File: config.mk
export PLATFORM = sky130hd
export DESIGN_NAME = excess3_to_bcd_serial
export DESIGN_NICKNAME = d
export VERILOG_FILES = /design/src/rtl/excess3_to_bcd_serial.sv
export SDC_FILE = /design/constraint.sdc
export NUM_CORES = 1
export LEC_CHECK = 0
export ABC_AREA = 1
export CAP_MARGIN = 10
export CORE_ASPECT_RATIO = 1.2
export CORE_MARGIN = 10
export CORE_UTILIZATION = 43
export DETAILED_ROUTE_END_ITERATION = 6
export PLACE_DENSITY = 0.81
export SETUP_SLACK_MARGIN = 0.15
export SLEW_MARGIN = 20
export SYNTH_ARGS = -nofsm -noshare
export SYNTH_HDL_FRONTEND = slang
export SYNTH_SLANG_ARGS = --single-unit
File: constraint.sdc
create_clock -name clk -period 1.2 [get_ports clk]
set_clock_uncertainty 0.05 [all_clocks]
set_input_delay 0.18 -clock clk [delete_from_list [all_inputs] [get_ports clk]]
set_output_delay 0.18 -clock clk [all_outputs]
set_load 0.01 [all_outputs]
File: src/rtl/excess3_to_bcd_serial.sv
// Serial Excess-3 to packed BCD decoder with valid/ready handshakes on both sides.
// Converts one digit per clock, LSB digit first, and flags each illegal Excess-3 code.
module excess3_to_bcd_serial #(
    parameter int unsigned DIGITS = 4
) (
    input  logic                  clk,
    input  logic                  rst,
    input  logic                  in_valid,
    output logic                  in_ready,
    input  logic [4*DIGITS-1:0]   x3_in,
    output logic                  out_valid,
    input  logic                  out_ready,
    output logic [4*DIGITS-1:0]   bcd_out,
    output logic [DIGITS-1:0]     err_mask,
    output logic                  err
);

    localparam int unsigned W     = 4 * DIGITS;
    localparam int unsigned CNT_W = (DIGITS > 1) ? $clog2(DIGITS) : 1;
    localparam logic [CNT_W-1:0] LAST = CNT_W'(DIGITS - 1);

    typedef enum logic [1:0] {
        IDLE    = 2'd0,
        CONVERT = 2'd1,
        DONE    = 2'd2
    } state_t;

    state_t            state, state_next;
    logic [W-1:0]      shreg, shreg_next;
    logic [W-1:0]      bcd_next;
    logic [DIGITS-1:0] mask_next;
    logic              err_next;
    logic              out_valid_next;
    logic [CNT_W-1:0]  cnt, cnt_next;
    logic [3:0]        code;
    logic [3:0]        digit;
    logic              bad;

    assign in_ready = (state == IDLE);

    // Decode of the digit currently at the bottom of the shift register
    always_comb begin
        code  = shreg[3:0];
        bad   = (code < 4'd3) || (code > 4'd12);
        digit = bad ? 4'd0 : (code - 4'd3);
    end

    // Results enter from the top so digit 0 lands at the bottom after DIGITS shifts
    always_comb begin
        state_next     = state;
        shreg_next     = shreg;
        bcd_next       = bcd_out;
        mask_next      = err_mask;
        err_next       = err;
        cnt_next       = cnt;
        out_valid_next = out_valid;
        case (state)
            IDLE: begin
                if (in_valid) begin
                    shreg_next = x3_in;
                    bcd_next   = '0;
                    mask_next  = '0;
                    err_next   = 1'b0;
                    cnt_next   = '0;
                    state_next = CONVERT;
                end
            end
            CONVERT: begin
                shreg_next = shreg >> 4;
                bcd_next   = (bcd_out >> 4) | (W'(digit) << (W - 4));
                mask_next  = (err_mask >> 1) | (DIGITS'(bad) << (DIGITS - 1));
                cnt_next   = cnt + CNT_W'(1);
                if (cnt == LAST) begin
                    err_next       = |mask_next;
                    out_valid_next = 1'b1;
                    state_next     = DONE;
                end
            end
            DONE: begin
                if (out_ready) begin
                    out_valid_next = 1'b0;
                    state_next     = IDLE;
                end
            end
            default: begin
                state_next = IDLE;
            end
        endcase
    end

    always_ff @(posedge clk) begin
        if (rst) begin
            state     <= IDLE;
            shreg     <= '0;
            bcd_out   <= '0;
            err_mask  <= '0;
            err       <= 1'b0;
            cnt       <= '0;
            out_valid <= 1'b0;
        end else begin
            state     <= state_next;
            shreg     <= shreg_next;
            bcd_out   <= bcd_next;
            err_mask  <= mask_next;
            err       <= err_next;
            cnt       <= cnt_next;
            out_valid <= out_valid_next;
        end
    end

endmodule
# Word level (Yosys, flattened, before mapping)
# Index checks and enable logic that the tools add are counted.
dict set report totals {
  ramBits 0
  ff_bits 42
  out_inout_bits 23
  in_bits 20
  latchBits 0
  n_memories 0
  romBits 0
}
dict set report op_classes {
  n_mux 19
  n_lt_le_gt_ge 2
  bitwise_logic 2
  shift 0
  n_mul 0
  reduce_logical 9
  n_eq_ne 6
  n_div 0
  n_addsub 2
}
# cell n
set op_table {}
lappend op_table {{$pmux W16 S2} 2}
lappend op_table {{$mux W16} 2}
lappend op_table {{$or A12 B16 Y16} 1}
lappend op_table {{$reduce_and A3 Y1} 3}
lappend op_table {{$mux W2} 4}
lappend op_table {{$mux W4} 2}
lappend op_table {{$pmux W4 S2} 1}
lappend op_table {{$ne A2 B2 Y1 const B} 3}
lappend op_table {{$pmux W2 S3} 1}
lappend op_table {{$eq A2 B2 Y1 const B} 2}
lappend op_table {{$gt A4 B4 Y1 const B} 1}
lappend op_table {{$lt A4 B2 Y1 const B} 1}
lappend op_table {{$mux W1} 4}
lappend op_table {{$or A3 B4 Y4} 1}
lappend op_table {{$pmux W1 S2} 2}
lappend op_table {{$pmux W2 S2} 1}
lappend op_table {{$reduce_bool A2 Y1} 2}
lappend op_table {{$reduce_or A4 Y1} 1}
lappend op_table {{$sub A4 B2 Y4 const B} 1}
lappend op_table {{$add A2 B1 Y2 const B} 1}
lappend op_table {{$eq A2 B1 Y1 const B} 1}
lappend op_table {{$logic_not A2 Y1} 1}
lappend op_table {{$reduce_and A2 Y1} 1}
lappend op_table {{$logic_or A1 B1 Y1} 1}

# Depth between registers and ports, before layout
dict set report depth {
  depth_word 6
  mapped_depth 9
  depth_no_buf 9
}

# Worst setup path before layout
# Ideal clock, no wire load.
dict set report synth_path {
  path_type {register -> register}
  from {reg state[0]}
  to {reg err_mask[1]}
  setup_slack_ns 0.012
  arrival_time_ns 1.006
  stages_incl_launch_ff 9
  required_ns 1.018
  setup_ns 0.132
  path_buffers 1
  period_less_slack_ns 1.188
  cell_sequence {dfxtp_1 > inv_2 > nor2_4 > inv_2 > nand2_4 > inv_4 > buf_6 > nand2_1 > a21oi_1}
}
dict set report synth_via {
  elab_chain_cells 3
  word_cells_on_any_way 6
}
# element line
set synth_lines {}
lappend synth_lines {{from (decl)} 28} ;# state_t state, state_next;
lappend synth_lines {{from (signal assigned)} 101} ;# state <= state_next;
lappend synth_lines {{$eq A2 B1 Y1 or $logic_not A2 Y1 (tied branches)} 57} ;# case (state)
lappend synth_lines {{$reduce_bool A2 Y1 (no line) or $ne A2 B2 Y1 (tied branches)} --}
lappend synth_lines {{$reduce_and A2 Y1 (no line)} --}
lappend synth_lines {{to (signal assigned)} 104} ;# err_mask <= mask_next;
lappend synth_lines {{to (decl)} 14} ;# output logic [DIGITS-1:0] err_mask,
# Parallel ways exist; a longest one is shown, timed or not.
# A chain may end at the register's enable or synchronous reset.

# Final worst setup path
dict set report layout_path {
  from {reg state[0]}
  to {reg shreg[9]}
}
dict set report layout_via {
  elab_chain_cells 3
  word_cells_on_any_way 6
}
# element line
set layout_lines {}
lappend layout_lines {{$eq A2 B1 Y1 or $logic_not A2 Y1 (tied branches)} 57}
lappend layout_lines {{$reduce_bool A2 Y1 (no line) or $ne A2 B2 Y1 (tied branches)} --}
lappend layout_lines {{$reduce_and A2 Y1 (no line)} --}
lappend layout_lines {{to (signal assigned)} 102} ;# shreg <= shreg_next;
lappend layout_lines {{to (decl)} 29} ;# logic [W-1:0] shreg, shreg_next;
# Parallel ways exist; a longest one is shown, timed or not.

==> reports/results.ini <==
[placed_design]
port_buffers = 42
hpwl_um = 3048
pre_cts_ws_ps = -177.7
routabilityCongestion = 0.8180
dp_cells = 313

[die]
dieArea_mm2 = 0.006884
die_y_um = 88.91
pin_count = 43
fp.dieW_um = 77.43
rows = 25
initial_core_util_pct = 43.87
core-area_mm2 = 0.003879

[finish]
diodes = 0
utilization_pct = 68.71
final_cell_mix = nand2_1 (46), buf_2 (23), a21oi_1 (22)
layout_commonest_cell = nand2_1
final_cells = 336
drive_gt1_share_pct = 46.10
nNetsFinal = 305
layout-area-overhead-vs-synth_pct = 56.62

[global_routing]
antenna_found_initial = 0
grt_pass1_vias = 1651
grt_overflow = 0
grt_pass1_wl_um = 7355
grt_usage_pct = 13.05
grt_max_degree = 28

[logic_synthesis]
syn_area_per_cell_um2 = 7.878
synth_nets = 239
synth.cell_area_mm2 = 0.001702
ys_warn_count = 0
synth_edf_count = 0
syn_inst = 216
synth_seq_area_share_pct = 49.41
synth_ff_type = dfxtp_1
ys_seq_elements = 42
synth.distinct_cells = 24
synthArstFlopShare_pct = 0

[run_status]
violations = negative setup slack
outcome = finished with violations

[critical_path]
regToRegSetupSlack_ps = -20
crit_fanout = 7
endpoint_kind = flop
required_ps = 1340
cp_slowest_cell = dfxtp_2
worstSetupPathType = reg2reg
startpoint_type = flop
cp.arrival_ps = 1360
worstPathCellList = inv_2 > nor2_4 > inv_4 > nand2_8 > buf_6 > clkbuf_16 > a21oi_2
max_stage_delay_ps = 340

[sta]
period_minus_slack_ps = 1219
timing.final.crit_share_pct = 101.6
max_slew.worst_pin.slew_ps = 331.5
rsz0062_at_grt = true
fin_ws_ps = -19.48
setup_violations = 14
slew_viol_final = 0
setup_tns_ps = -117.5
finalHoldViolCount = 0
fmax_mhz = 820.0
max_slew_margin_pct = 77.87

[clock_network]
cts.clk_slew.worst_paths_ps = 80
htreeDepth = 2
postCtsHoldBufs = 0
cts_buffer_depth = 2
cts_inserted_buffers = 5
cts_tree = built
clock_latency_ps = 300
clock-sinks = 42
cts_root_buffer = clkbuf_8

[pwr]
finalPower_w = 0.003076
p_leak_nw = 1.107
ir_drop_mv = 0.8096
power.density_mw_per_mm2 = 1154

[detailed_routing]
vias = 1767
drt-initial-drc-count = 112
wl_per_cell_um = 15.78
drc = 0
ant_nets = 0
routed_wl_um = 5301
first_pass_iters = 4
vias_per_cell = 5.259

[worst_hold_path]
min_path_type = in2reg

[run]
cap_viol_max_count = 0

-- worst max-delay path, delay by kind of cell (launching register included) --
family / cells / cell delay, ps
AO/OA/AOI/OAI: 1 / 50
AND/OR/NAND/NOR: 2 / 270
buffers and inverters: 4 / 400
flip-flops: 1 / 340
-- Yosys cell counts (2+ instances only) --
cell type | n | area, µm²
nand4_1 | 2 | 12.51
nand2_1 | 58 | 217.7
o22ai_1 | 12 | 75.07
ha_1 | 3 | 37.54
clkbuf_1 | 3 | 11.26
nor2_1 | 9 | 33.78
buf_6 | 3 | 33.78
dfxtp_1 | 42 | 840.8
inv_1 | 10 | 37.54
inv_2 | 2 | 7.510
a21oi_1 | 37 | 185.2
buf_2 | 5 | 25.02
nand3_1 | 5 | 25.02
o21ai_1 | 7 | 35.03
o21ai_0 | 7 | 35.03
a21oi_2 | 3 | 26.28
-- area by class of cell --
| type | instances | area [µm²] |
|---|---|---|
| clock buffers | 5 | 68.82 |
| clock inverters | 2 | 10.01 |
| fillers | 294 | 1214 |
| inverters | 13 | 75.07 |
| multi-input cells | 149 | 917.1 |
| flip-flops and latches | 42 | 874.6 |
| well taps | 54 | 67.56 |
| repair buffers | 68 | 624.3 |
| repair inverters | 3 | 27.53 |
-- cells by family after synthesis --
| group | synth area share (%) |
|---|---|
| simple gates | 19.41 |
| fa+ha+maj | 2.206 |
| flops | 49.41 |
| compound gates | 21.40 |
| buf+inv | 7.574 |
-- timing repair --
item,4_1_cts,5_1_grt
gates resized for setup,135,44
cloned,2,4
setup endpoints to repair,63,43
buffers inserted,6,4
pin swaps,5,18
-- sequential cells by signal (all words and copies together) (netlist names) --
| name | flops |
|---|---|
| err_mask | 4 |
| err | 1 |
| cnt | 2 |
| state | 2 |
| out_valid | 1 |
| bcd_out | 16 |
| shreg | 16 |
-- power by group --
group / switching [W] / internal (W)
clock: 0.000471 / 0.000391
sequential: 0.0000688 / 0.00146
combinational: 0.000351 / 0.000331
total: 0.000890 / 0.00219
-- metal layers --
layer,share of wire (%),global-route usage [%]
met1,38,13.98
met2,55,24.28
met3,4.0,3.521
met4,3.0,4.485
met5,0,0
-- stage by stage --
stage	hold slack (ps)	area, µm²
after floorplan	277.9	1740
after global placement	396.6	2261
after detailed placement	407.9	2261
after CTS	397.9	2417
after global routing	390.1	2665
final	388.5	2665
-- path summary, 6_finish.rpt --
kind                           startpoint  cells past startpoint                 endpoint
setup / recovery    state[0]$_SDFFE_PP0P_                      7    shreg[9]$_SDFFE_PP0P_
hold / removal                  x3_in[15]                      3   shreg[15]$_SDFFE_PP0P_
setup reg to reg    state[0]$_SDFFE_PP0P_                      7    shreg[9]$_SDFFE_PP0P_
hold reg to reg   bcd_out[2]$_SDFFE_PP0P_                      2  bcd_out[2]$_SDFFE_PP0P_
(Power assumes the default switching activity.)
